==> src/rtl/pipe_hazard_ctrl.sv <==
// Central stall/flush sequencer for the 5-stage pipeline: merges memory wait,
// branch redirect, load-use bubbles and SYNC draining into one control set.
module pipe_hazard_ctrl #(
  parameter int CNT_W = 32
) (
  input  logic             sys_clk,
  input  logic             rst_n,
  input  logic             mem_busy,
  input  logic             branch_taken,
  input  logic             insert_bubble,
  input  logic             is_sync_ins,
  input  logic             ex_valid,
  input  logic             mem_valid,
  input  logic             wb_valid,
  output logic             pc_hold,
  output logic             if_id_hold,
  output logic             if_id_flush,
  output logic             id_ex_flush,
  output logic             back_hold,
  output logic             is_stalling,
  output logic             sync_done,
  output logic [CNT_W-1:0] stall_cnt,
  output logic [CNT_W-1:0] flush_cnt
);

  typedef enum logic {
    ST_RUN   = 1'b0,
    ST_DRAIN = 1'b1
  } state_e;

  state_e            state_q, state_d;
  logic [CNT_W-1:0]  stall_cnt_q, stall_cnt_d;
  logic [CNT_W-1:0]  flush_cnt_q, flush_cnt_d;
  logic              back_empty;
  logic              redirect;

  assign back_empty = !ex_valid && !mem_valid && !wb_valid;

  // NOTE: every output gets a default before the priority chain so no latch is inferred.
  always_comb begin
    pc_hold     = 1'b0;
    if_id_hold  = 1'b0;
    if_id_flush = 1'b0;
    id_ex_flush = 1'b0;
    back_hold   = 1'b0;
    sync_done   = 1'b0;
    redirect    = 1'b0;
    state_d     = state_q;

    if (!rst_n) begin
      // Stage registers load NOPs while the core is held in reset.
      if_id_flush = 1'b1;
      id_ex_flush = 1'b1;
      state_d     = ST_RUN;
    end else if (mem_busy) begin
      pc_hold    = 1'b1;
      if_id_hold = 1'b1;
      back_hold  = 1'b1;
    end else if (branch_taken) begin
      // A redirect kills the SYNC in ID as wrong-path, so any drain is abandoned.
      if_id_flush = 1'b1;
      id_ex_flush = 1'b1;
      redirect    = 1'b1;
      state_d     = ST_RUN;
    end else if (state_q == ST_DRAIN) begin
      if (back_empty) begin
        sync_done = 1'b1;
        state_d   = ST_RUN;
      end else begin
        pc_hold     = 1'b1;
        if_id_hold  = 1'b1;
        id_ex_flush = 1'b1;
      end
    end else if (is_sync_ins) begin
      if (back_empty) begin
        sync_done = 1'b1;
      end else begin
        pc_hold     = 1'b1;
        if_id_hold  = 1'b1;
        id_ex_flush = 1'b1;
        state_d     = ST_DRAIN;
      end
    end else if (insert_bubble) begin
      pc_hold     = 1'b1;
      if_id_hold  = 1'b1;
      id_ex_flush = 1'b1;
    end
  end

  assign is_stalling = back_hold;

  always_comb begin
    stall_cnt_d = stall_cnt_q + CNT_W'(pc_hold);
    flush_cnt_d = flush_cnt_q + CNT_W'(redirect);
  end

  // NOTE: reset is sampled on the clock edge (synchronous), and sequential state uses <= only.
  always_ff @(posedge sys_clk) begin
    if (!rst_n) begin
      state_q     <= ST_RUN;
      stall_cnt_q <= '0;
      flush_cnt_q <= '0;
    end else begin
      state_q     <= state_d;
      stall_cnt_q <= stall_cnt_d;
      flush_cnt_q <= flush_cnt_d;
    end
  end

  assign stall_cnt = stall_cnt_q;
  assign flush_cnt = flush_cnt_q;

endmodule

==> config.mk <==
export PLATFORM = sky130hd
export DESIGN_NAME = pipe_hazard_ctrl
export DESIGN_NICKNAME = d
export VERILOG_FILES = /design/src/rtl/pipe_hazard_ctrl.sv
export SDC_FILE = /design/constraint.sdc
export NUM_CORES = 1
export LEC_CHECK = 0
export ABC_AREA = 1
export BUFFER_PORTS_ARGS = -buffer_cell sky130_fd_sc_hd__buf_4
export CORE_MARGIN = 2
export CORE_UTILIZATION = 49
export CTS_BUF_LIST = sky130_fd_sc_hd__clkbuf_4 sky130_fd_sc_hd__clkbuf_8 sky130_fd_sc_hd__clkbuf_16
export DETAILED_ROUTE_END_ITERATION = 12
export GPL_ROUTABILITY_DRIVEN = 0
export PLACE_DENSITY = 0.85
export SKIP_CTS_REPAIR_TIMING = 1
export SLEW_MARGIN = 30
export SYNTH_ARGS = -nofsm -noshare
export SYNTH_HDL_FRONTEND = slang
export SYNTH_SLANG_ARGS = --single-unit
==> constraint.sdc <==
create_clock -name sys_clk -period 2.15 [get_ports sys_clk]
set_input_delay 0.43 -clock sys_clk [delete_from_list [all_inputs] [get_ports sys_clk]]
set_output_delay 0.43 -clock sys_clk [all_outputs]
set_load 0.02 [all_outputs]
# Word-level counts from Yosys, hierarchy flattened
# Cells that the tools add are included.
dict set report word_totals {
  ff_bits 65
  output_inout_bits 71
  wordCells 35
  in_bits 9
}
dict set report classes {
  addsub 2
  n_reduce_logical 5
  n_mux 25
}
# op count
set ops {}
lappend ops {{$add 32x1->32} 2}
lappend ops {{$mux 1} 25}
lappend ops {{$logic_not 1->1} 3}
lappend ops {{$logic_and 1x1->1} 2}

# Depth between registers and ports, before layout
# Gate-level depths: netlist (run 1).
dict set report logic_depth {
  ltp_word 10
  depth_mapped 14
  ltp_nobuf 14
}

# Least setup slack after synthesis (run 1)
# OpenSTA, ideal clock, no wires.
dict set report synth_timing {
  path_type {input -> register}
  start {input port is_sync_ins}
  end {register stall_cnt_q[28] (netlist: stall_cnt[28])}
  path_stages 14
  setup_time_ps 133
  setup_slack_ps -426
  path_buffers 0
  arrival_ps 2443
  path_cell_list {nor2_1 > inv_1 > nand2_1 > o21ai_0 > o21ai_0 > ha_1 > ha_1 > nand2_2 > nor2_8 > nand2_4 > nor2_8 > nand2_1 > nand2_1 > a21oi_2}
}
dict set report synth_between {
  elab_chain_len 6
}
# item line_no
set synth_lines {}
lappend synth_lines {{start, declared} 11} ;# input logic is_sync_ins,
lappend synth_lines {{$mux 1 (5 in a row)} --}
lappend synth_lines {{net if_id_hold} 16} ;# output logic if_id_hold,
lappend synth_lines {{$add 32x1->32} 93} ;# stall_cnt_d = stall_cnt_q + CNT_W'(pc_hold);
lappend synth_lines {{end signal, assigned} 105} ;# stall_cnt_q <= stall_cnt_d;
lappend synth_lines {{end, declared} 32} ;# logic [CNT_W-1:0] stall_cnt_q, stall_cnt_d;
# The timed path passes the listed nets, and every way through them passes these cells.
# A chain may end at the register's enable or synchronous reset.

# Final worst setup path (run 1)
dict set report layout_timing {
  start {register state_q}
  end {register stall_cnt_q[19] (netlist: stall_cnt[19])}
}
dict set report layout_between {
  elab_chain_len 5
}
# item line_no
set layout_lines {}
lappend layout_lines {{start, declared} 31} ;# state_e state_q, state_d;
lappend layout_lines {{start signal, assigned} 104} ;# state_q <= state_d;
lappend layout_lines {{$mux 1} 65} ;# end else if (state_q == ST_DRAIN) begin
lappend layout_lines {{$mux 1} 59} ;# end else if (branch_taken) begin
lappend layout_lines {{$mux 1} 55} ;# end else if (mem_busy) begin
lappend layout_lines {{$mux 1} 50} ;# if (!rst_n) begin
lappend layout_lines {{$add 32x1->32} 93}
# No other way between the ends.

==> metrics.md, run 1 <==
| Metric | Value |
|---|---|
| Fmax | `0.488 GHz` |
| Final hold violation count | `0` |
| Combinational power share | `5.2%` |
| Initial Utilization | `50.2%` |
| Commonest non-fill, non-tap cell in the layout | `nand2_1` |
| Clk root buf | `clkbuf_8` |
| Vias in the first global route | `3,550` |
| Reg2reg start | `state_q$_SDFFE_PN0N_` |
| Fin crit share | `95.2%` |
| Clock Sinks | `65` |
| FF/Latch Area | `1300 um2` |
| Finished layout cell area | `4600 um2` |
| R2r setup slk | `100 ps` |
| Leading cell types in the layout, fill and taps excluded | `156 x nand2_1, 101 x nor2_1, 89 x buf_4` |
| Clock network power share | `46.3%` |
| Yosys warnings | `0` |
| Min-delay worst type | `primary input to flip-flop` |
| Relative slew slack | `71.7%` |
| Final setup viols | `0` |
| Share of power burned in registers | `48.5%` |
| Worst Path Arrival | `2300 ps` |
| Most used cell along the critical path | `nor2_1` |
| HPWL Detailed | `6860 um` |
| Die Span Y | `89.7 um` |
| Post-synth EDFFs | `0` |
| First-pass detailed-route iteration total | `4` |
| Multi-input logic area | `2050 um2` |
| CP startpoint | `state_q$_SDFFE_PN0N_` |
| CORE AREA | `7180 um2` |
| Via count | `3,731` |
| Status | `completed` |
| Worst reg-to-reg path cell count | `14` |
| Crit. End Element | `flip-flop` |
| Wire length of the first global-routing pass | `15,700 um` |
| DP Area | `4380 um2` |
| Min Tclk post-route | `2050 ps` |
| Async S/R FF share, synth | `0%` |
| IO Pins | `80` |
| Yosys reg bits | `65` |
| Clock Skew | `7.39 ps` |
| Nets | `658` |
| RSZ-0062 raised after global routing | `true` |
| Cells after synthesis | `554` |
| GRT overflow | `0` |
| Synthesized area | `3600 um2` |
| Largest net degree at the start of global routing | `39` |
| Reg-to-Reg End | `stall_cnt[19]$_SDFF_PN0_` |
| Sw Ratio | `21.7%` |
| Levels on crit path | `14` |
| Crit path buf inv count | `3` |
| Seq/Total Area, Yosys | `36.1%` |
| Die width | `89.7 um` |
| Critical Path, Cell by Cell | `nor2_1, inv_1, buf_4, o21ai_2, o21ai_4, ha_2, buf_4, nand3_1, nor2_1, nand2_1, nor2_1, nand2_1, nand2_1, nor2_1` |
| Syn nets | `567` |
| Synth cell types | `29` |
| Final wirelength | `9350 um` |
| Critical-path top delay cell | `dfxtp_1` |
| PortBufs | `79` |
| Area Overhead vs Synth | `27.8%` |
| Slowest Stage Delay on Critical Path | `350 ps` |
| Setup TNS | `0 ps` |
| CTS tree | `done` |
| CTS max path bufs | `2` |
| PD cells | `545 nW/um2` |
| FILL cells | `641` |
| H-tree levels | `3` |
| Die area | `8050 um2` |
| Number of buffers created by CTS | `9` |
| Worst endpoint required time | `2400 ps` |
| P_leak | `1.95 nW` |
| Max Fanout on Critical Path | `5` |
| Initial DRC count | `138` |
| DRC Markers | `0` |
| Antenna viol nets, final | `0` |
| Worst-path clk slew | `70 ps` |
| Post-Syn Area per Cell | `6.50 um2` |
| Worst vdd ir | `293 uV` |
| WL/cell | `12.5 um` |
| Total GRT Usage | `23.7%` |
| Clk Latency, worst-skew pair | `350 ps` |
| Initial antenna violation count | `0` |
| Top_reg_cell synth | `dfxtp_1` |
| Fin. max-slew vios | `0` |
| Switching power | `0.543 mW` |
| Max-Cap Viols | `0` |
| Via/cell ratio | `4.99` |
| P_int | `1.97 mW` |
| Worst setup SP type | `flip-flop` |
| HP Start | `branch_taken` |
| Row count | `31` |
| Layout cell share with drive strength beyond 1 | `23.3%` |
| CP Class | `flip-flop to flip-flop` |
| Largest delay share family, worst path | `simple AND/OR/NAND/NOR gates` |
| Total Power | `2.51 mW` |
| Critical Path End | `stall_cnt[19]$_SDFF_PN0_` |
| Worst Max-Slew Pin Slew | `425 ps` |
| Ant diodes | `0` |
## worst reg2reg max path, stage by stage (launching register included)
cell	delay, ps
dfxtp_1	350
nor2_1	50
inv_1	90
buf_4	130
o21ai_2	70
o21ai_4	160
ha_2	220
buf_4	110
nand3_1	150
nor2_1	190
nand2_1	80
nor2_1	160
nand2_1	80
nand2_1	70
nor2_1	40
## power by group through the flow
| stage | combinational (mW) | sequential, mW | clock (mW) |
|---|---|---|---|
| final | 0.130 | 1.22 | 1.16 |
| after global routing | 0.142 | 1.22 | 1.24 |
| after CTS | 0.130 | 1.22 | 1.18 |
| after detailed placement | 0.129 | 1.24 | 0 |
| after global placement | 0.125 | 1.24 | 0 |
| after floorplan | 0.0693 | 1.25 | 0 |
## stage by stage
step / hold slack, ps / worst slack, ps / util [%] / std cells
6_report: 361 / 103 / 64.1 / 747
5_1_grt: 369 / -12.7 / 64.1 / 747
4_1_cts: 354 / 132 / 64.1 / 747
3_5_place_dp: 470 / -35.3 / 61.1 / 733
3_3_place_gp: 456 / 18.4 / 61.1 / 733
2_1_floorplan: 427 / 11.8 / - / 554
## sequential cells by signal, indices dropped and copies added, names as in the netlist
| register | count |
|---|---|
| state_q | 1 |
| stall_cnt | 32 |
| flush_cnt | 32 |
## metal layers
layer  GRT usage (%)  wire (um)
met1            26.4       3910
met2            44.1       4690
met3            4.86        520
met4            9.23        229
met5               0          0
## logic make-up after synthesis
| group | share of synthesized area, % |
|---|---|
| AOI/OAI and AO/OA | 10.2 |
| xor gates and xnor gates | 1.70 |
| adders and majority gates | 1.39 |
| buffers and inverters | 7.89 |
| DFF | 36.1 |
| and+or+nand+nor | 42.7 |
## layout make-up
class                   instances  share of cell area, %
repair buffers                 89                   14.5
clock buffers                  11                   3.29
flip-flops and latches         65                   28.3
clock inverters                 3                   1.41
multi-input cells             416                   44.6
well taps                      99                   2.69
inverters                      64                   5.22
## how the worst min path moves through the flow
stage / slack, ps / to / depth (start not counted)
final: 360 / state_q$_SDFFE_PN0N_ / 4
after global routing: 370 / state_q$_SDFFE_PN0N_ / 4
after CTS: 350 / state_q$_SDFFE_PN0N_ / 4
after detailed placement: 470 / state_q$_SDFFE_PN0N_ / 2
after global placement: 460 / state_q$_SDFFE_PN0N_ / 2
after floorplan: 430 / state_q$_SDFFE_PN0N_ / 2
## synthesized netlist by cell type (2+ instances only)
| master | number | area [um2] |
|---|---|---|
| nand2_1 | 156 | 586 |
| nor2_1 | 101 | 379 |
| dfxtp_1 | 65 | 1300 |
| inv_1 | 63 | 236 |
| a21oi_1 | 42 | 210 |
| nand3_1 | 28 | 140 |
| o21ai_0 | 19 | 95.1 |
| nor2_2 | 15 | 93.8 |
| nand2_2 | 8 | 50.1 |
| nor2_4 | 7 | 78.8 |
| xor2_1 | 5 | 43.8 |
| and2_1 | 4 | 25.0 |
| ha_1 | 4 | 50.1 |
| nor2_8 | 4 | 80.1 |
| a21oi_2 | 3 | 26.3 |
| clkbuf_1 | 3 | 11.3 |
| nand2_4 | 3 | 33.8 |
| nand3_2 | 3 | 30.0 |
| nand4_1 | 3 | 18.8 |
| nor3_1 | 3 | 15.0 |
| o21a_1 | 3 | 22.5 |
| buf_1 | 2 | 7.51 |
| buf_2 | 2 | 10.0 |
| buf_4 | 2 | 15.0 |
| xnor2_1 | 2 | 17.5 |
Note: power is estimated with default switching activity, not from simulation.
==> run 2, diff against run 1 <==
==> constraint.sdc (replaced) <==
create_clock -name sys_clk -period 2.15 [get_ports sys_clk]
set_input_delay 0 -clock sys_clk [delete_from_list [all_inputs] [get_ports sys_clk]]
set_output_delay 0 -clock sys_clk [all_outputs]
set_load 0.02 [all_outputs]
==> run 2 against run 1 <==
Effect of this change:
- first-iteration DRC count grew 85%
- core utilization decreased by 0.087 points
- clock skew grew 4.8 ps
- wire length rose by 4.1%
- clock power fell by 8%
- count of clock-buffer cells in the layout grew 1
- die area unchanged
- worst hold slack got worse by 310 ps
- sequential share of layout area is 0.066 points higher
- critical path type unchanged
- critical endpoint is now stall_cnt[10]$_SDFF_PN0_
- largest cell class unchanged
==> metrics.md, run 2 (same netlist as run 1, synthesis figures left out) <==
| Metric | Value |
|---|---|
| Antenna viol nets, final | `0` |
| Most used cell along the critical path | `o21ai_2` |
| P_leak | `1.92 nW` |
| Worst Path Arrival | `2280 ps` |
| HPWL Detailed | `7140 um` |
| Row count | `31` |
| Layout cell share with drive strength beyond 1 | `23.8%` |
| GRT overflow | `0` |
| H-tree levels | `3` |
| Relative slew slack | `75.7%` |
| Die Span Y | `89.7 um` |
| Worst-path clk slew | `70 ps` |
| Min Tclk post-route | `2070 ps` |
| Max-Cap Viols | `0` |
| Worst setup SP type | `flip-flop` |
| WL met3 | `812 um` |
| Ant diodes | `0` |
| Max Fanout on Critical Path | `5` |
| WL/cell | `13.0 um` |
| Metal-1 WL | `4050 um` |
| Fin crit share | `96.4%` |
| Area Overhead vs Synth | `27.6%` |
| Clk Latency, worst-skew pair | `340 ps` |
| Worst endpoint required time | `2360 ps` |
| Largest net degree at the start of global routing | `28` |
| Util after Layout | `64.0%` |
| Max Used Layer | `met4` |
| IO Pins | `80` |
| Fin cells | `747` |
| Final setup viols | `0` |
| Final hold violation count | `0` |
| Initial Utilization | `50.2%` |
| CTS max path bufs | `2` |
| Commonest non-fill, non-tap cell in the layout | `nand2_1` |
| Multi-input logic area | `2070 um2` |
| Worst vdd ir | `327 uV` |
| PD cells | `525 nW/um2` |
| Worst Max-Slew Pin Slew | `364 ps` |
| Via/cell ratio | `5.16` |
| PortBufs | `79` |
| Vias in the first global route | `3,532` |
| Fmax | `0.483 GHz` |
| Setup TNS | `0 ps` |
| Clock Sinks | `65` |
| FF/Latch Area | `1300 um2` |
| Min-delay worst type | `primary input to flip-flop` |
| Met2 WL | `4740 um` |
| FILL cells | `656` |
| Status | `completed` |
| Total GRT Usage | `23.5%` |
| Initial antenna violation count | `0` |
| Final wirelength | `9740 um` |
| CP Class | `flip-flop to flip-flop` |
| Critical-path top delay cell | `dfxtp_2` |
| Slowest Stage Delay on Critical Path | `330 ps` |
| Wire length of the first global-routing pass | `15,800 um` |
| Placed Cells | `727` |
| Critical Path, Cell by Cell | `nor2_2, inv_2, nand2_2, o21ai_2, o21ai_2, ha_2, ha_4, nand2_4, nor2_8, nand3_2, o21ai_0, a21oi_1` |
| Crit. End Element | `flip-flop` |
| DRC Markers | `0` |
| First-pass detailed-route iteration total | `5` |
| Die area | `8050 um2` |
| Initial DRC count | `255` |
| Total Power | `2.41 mW` |
| Leading cell types in the layout, fill and taps excluded | `155 x nand2_1, 99 x nor2_1, 85 x buf_4` |
| Clock Skew | `12.2 ps` |
| Die width | `89.7 um` |
| Number of buffers created by CTS | `9` |
| Via count | `3,853` |
| Fin. max-slew vios | `0` |
| CORE AREA | `7180 um2` |
| Clk root buf | `clkbuf_8` |
| CTS tree | `done` |
| Nets | `657` |
## run 2: cell count changes in the layout (fill, tap and decap cells not counted), moves of 2 or more
cell	before	now
nor2_1	101	99
dlygate4sd3_1	0	2
buf_4	89	85
nor2_2	15	17
## run 2: routing by layer
metal,vias to the layer above,track usage [%]
met1,1764,30.1
li1,1908,-
met3,16,5.11
met4,0,6.54
met5,-,0
met2,165,40.3
## run 2: power by group
part / switching, mW / internal (mW)
clock network: 0.466 / 0.602
logic: 0.0767 / 0.0526
registers: 0.00592 / 1.21
## run 2: critical path: cells and delay by family (launching register included)
kind	cells	cell delay [ps]
AO/OA/AOI/OAI	4	590
AND/OR/NAND/NOR	5	560
adder cells (fa/ha/maj)	2	390
flip-flops	1	330
buffers and inverters	1	60
## run 2: metrics by stage
step	setup WS [ps]	hold WS, ps	instance area [um2]
2_1_floorplan	61.7	88.7	3600
3_3_place_gp	159	284	4310
3_5_place_dp	39.8	292	4310
4_1_cts	30.9	-61.9	4510
5_1_grt	-45.4	45.2	4590
6_report	78.2	52.3	4590
## run 2: layout make-up
| type | instances | share of cell area, % |
|---|---|---|
| Multi-Input combinational cell | 417 | 45.1 |
| Clock buffer | 12 | 3.46 |
| Inverter | 64 | 5.23 |
| Clock inverter | 3 | 0.871 |
| Timing Repair Buffer | 87 | 14.3 |
| Sequential cell | 65 | 28.3 |
| Tap cell | 99 | 2.70 |
## run 2: worst paths after layout
check,startpoint,endpoint,slack [ps],depth (start not counted)
min,is_sync_ins,state_q$_SDFFE_PN0N_,50,5
min reg2reg,stall_cnt[31]$_SDFF_PN0_,stall_cnt[31]$_SDFF_PN0_,490,2
max reg2reg,state_q$_SDFFE_PN0N_,stall_cnt[10]$_SDFF_PN0_,80,12
max,state_q$_SDFFE_PN0N_,stall_cnt[10]$_SDFF_PN0_,80,12
==> run 3, diff against run 2 <==
CAP_MARGIN = 25   (was default)
PLACE_DENSITY = 0.76   (was 0.85)
SETUP_SLACK_MARGIN = 0.02   (was default)
==> run 3 against run 2 <==
Effect of this change:
- flip-flop and latch count is the same
- via count shrank 2.1%
- global-route usage shrank 0.40 points
- power grew 10%
- register-to-register slack is essentially flat
- wire length shrank 2.9%
- maximum frequency grew 0.19%
- clock skew shrank 3.1 ps
- sequential power is essentially flat
- setup slack gained 3.9 ps
- sequential share of layout area shrank 0.49 points
==> metrics.md, run 3 (same netlist as run 1, synthesis figures left out) <==
| Metric | Value |
|---|---|
| Via/cell ratio | `5.04` |
| Max-Cap Viols | `0` |
| CORE AREA | `7180 um2` |
| Hold endpoint | `state_q$_SDFFE_PN0N_` |
| Worst Path Arrival | `2300 ps` |
| Area Overhead vs Synth | `29.8%` |
| HPWL Detailed | `7030 um` |
| Total Power | `2.66 mW` |
| Slowest Stage Delay on Critical Path | `540 ps` |
| P_leak | `1.94 nW` |
| Crit path buf inv count | `3` |
| Hold depth | `5` |
| CP Class | `primary input to flip-flop` |
| FF/Latch Area | `1300 um2` |
| Largest net degree at the start of global routing | `23` |
| HP Start | `is_sync_ins` |
| Relative slew slack | `74.2%` |
| Min Tclk post-route | `2070 ps` |
| Initial Utilization | `50.2%` |
| Fmax | `0.484 GHz` |
| Largest delay share family, worst path | `buffers and inverters` |
| Worst endpoint required time | `2380 ps` |
| Critical Path, Cell by Cell | `dlygate4sd3_1, buf_4, nor2_1, inv_1, o21ai_2, ha_2, ha_4, nand2_4, nor2_8, nand3_4, o21ai_0, a21oi_1` |
| WL/cell | `12.6 um` |
| Worst Max-Slew Pin Slew | `384 ps` |
| Clock Skew | `9.12 ps` |
| Fin crit share | `96.2%` |
| Final hold violation count | `0` |
| Commonest non-fill, non-tap cell in the layout | `nand2_1` |
| Clk root buf | `clkbuf_8` |
| Clock Sinks | `65` |
| CTS max path bufs | `2` |
| Reg-to-Reg End | `stall_cnt[10]$_SDFF_PN0_` |
| CTS tree | `done` |
| Reg2reg start | `state_q$_SDFFE_PN0N_` |
| Row count | `31` |
| Placed Cells | `728` |
| Final setup viols | `0` |
| Vias in the first global route | `3,609` |
| PortBufs | `79` |
| Worst vdd ir | `308 uV` |
| Setup TNS | `0 ps` |
| Initial antenna violation count | `0` |
| Leading cell types in the layout, fill and taps excluded | `155 x nand2_1, 98 x nor2_1, 86 x buf_4` |
| Via count | `3,774` |
| Status | `completed` |
| Total GRT Usage | `23.1%` |
| Setup ws final | `82.1 ps` |
| Max Fanout on Critical Path | `4` |
| Multi-input logic area | `2100 um2` |
| R2r setup slk | `90 ps` |
| Die area | `8050 um2` |
| Antenna viol nets, final | `0` |
| Number of buffers created by CTS | `9` |
| Final wirelength | `9450 um` |
| Worst slack, placed | `51.8 ps` |
| First-pass detailed-route iteration total | `5` |
| Initial DRC count | `145` |
| Layout cell share with drive strength beyond 1 | `24.3%` |
| PD cells | `570 nW/um2` |
| FILL cells | `646` |
| H-tree levels | `3` |
| Die width | `89.7 um` |
| GRT overflow | `0` |
| Wire length of the first global-routing pass | `15,500 um` |
| Ant diodes | `0` |
| Fin cells | `749` |
| Worst reg-to-reg path cell count | `12` |
| Crit. End Element | `flip-flop` |
| Min-delay worst type | `primary input to flip-flop` |
| Critical-path top delay cell | `dlygate4sd3_1` |
| Fin. max-slew vios | `0` |
| DRC Markers | `0` |
| Die Span Y | `89.7 um` |
| Worst-path clk slew | `80 ps` |
| Clk Latency, worst-skew pair | `350 ps` |
| IO Pins | `80` |
| Nets | `658` |
| Worst setup SP type | `primary input` |
[run 3: metrics by stage]
stage          util, %  hold WS [ps]  cell area, um2
3_3_place_gp      60.1           283            4320
2_1_floorplan        -          88.7            3600
4_1_cts           63.6         -48.8            4560
6_report          65.2          30.9            4680
3_5_place_dp      60.1           297            4320
5_1_grt           65.2          66.6            4680
[run 3: how the worst max path moves through the flow]
| stage | end | depth (start not counted) | from |
|---|---|---|---|
| floorplan | stall_cnt[28]$_SDFF_PN0_ | 14 | state_q$_SDFFE_PN0N_ |
| global placement | stall_cnt[28]$_SDFF_PN0_ | 14 | state_q$_SDFFE_PN0N_ |
| detailed placement | stall_cnt[26]$_SDFF_PN0_ | 14 | state_q$_SDFFE_PN0N_ |
| CTS | stall_cnt[18]$_SDFF_PN0_ | 14 | state_q$_SDFFE_PN0N_ |
| global route | stall_cnt[10]$_SDFF_PN0_ | 12 | branch_taken |
| finish | stall_cnt[10]$_SDFF_PN0_ | 12 | branch_taken |
[run 3: power by group]
group / switching (mW) / internal (mW)
clock network: 0.506 / 0.814
registers: 0.00599 / 1.21
logic: 0.0757 / 0.0538
[run 3: worst reg2reg max path: cells and delay by family, from the launching register on]
family                     cells  cell delay, ps
and+or+nand+nor                5             560
AOI/OAI and AO/OA              4             580
DFF                            1             330
buffers and inverters          1              60
adders and majority gates      2             390
[run 3: per-layer routing]
metal | track usage [%] | up-vias | part of all wire [%]
met5 | 0 | - | 0
met4 | 12.1 | 0 | 3.1
met3 | 3.19 | 24 | 4.8
met2 | 42.5 | 112 | 52
met1 | 25.9 | 1725 | 40
li1 | - | 1913 | -
[run 3: area by class of cell]
cell class | count | share of cell area (%)
multi-input combinational | 417 | 44.8
timing repair buffer | 88 | 14.2
sequential | 65 | 27.9
inverter | 64 | 5.14
clock inverter | 5 | 2.19
tap | 99 | 2.65
clock buffer | 11 | 3.10
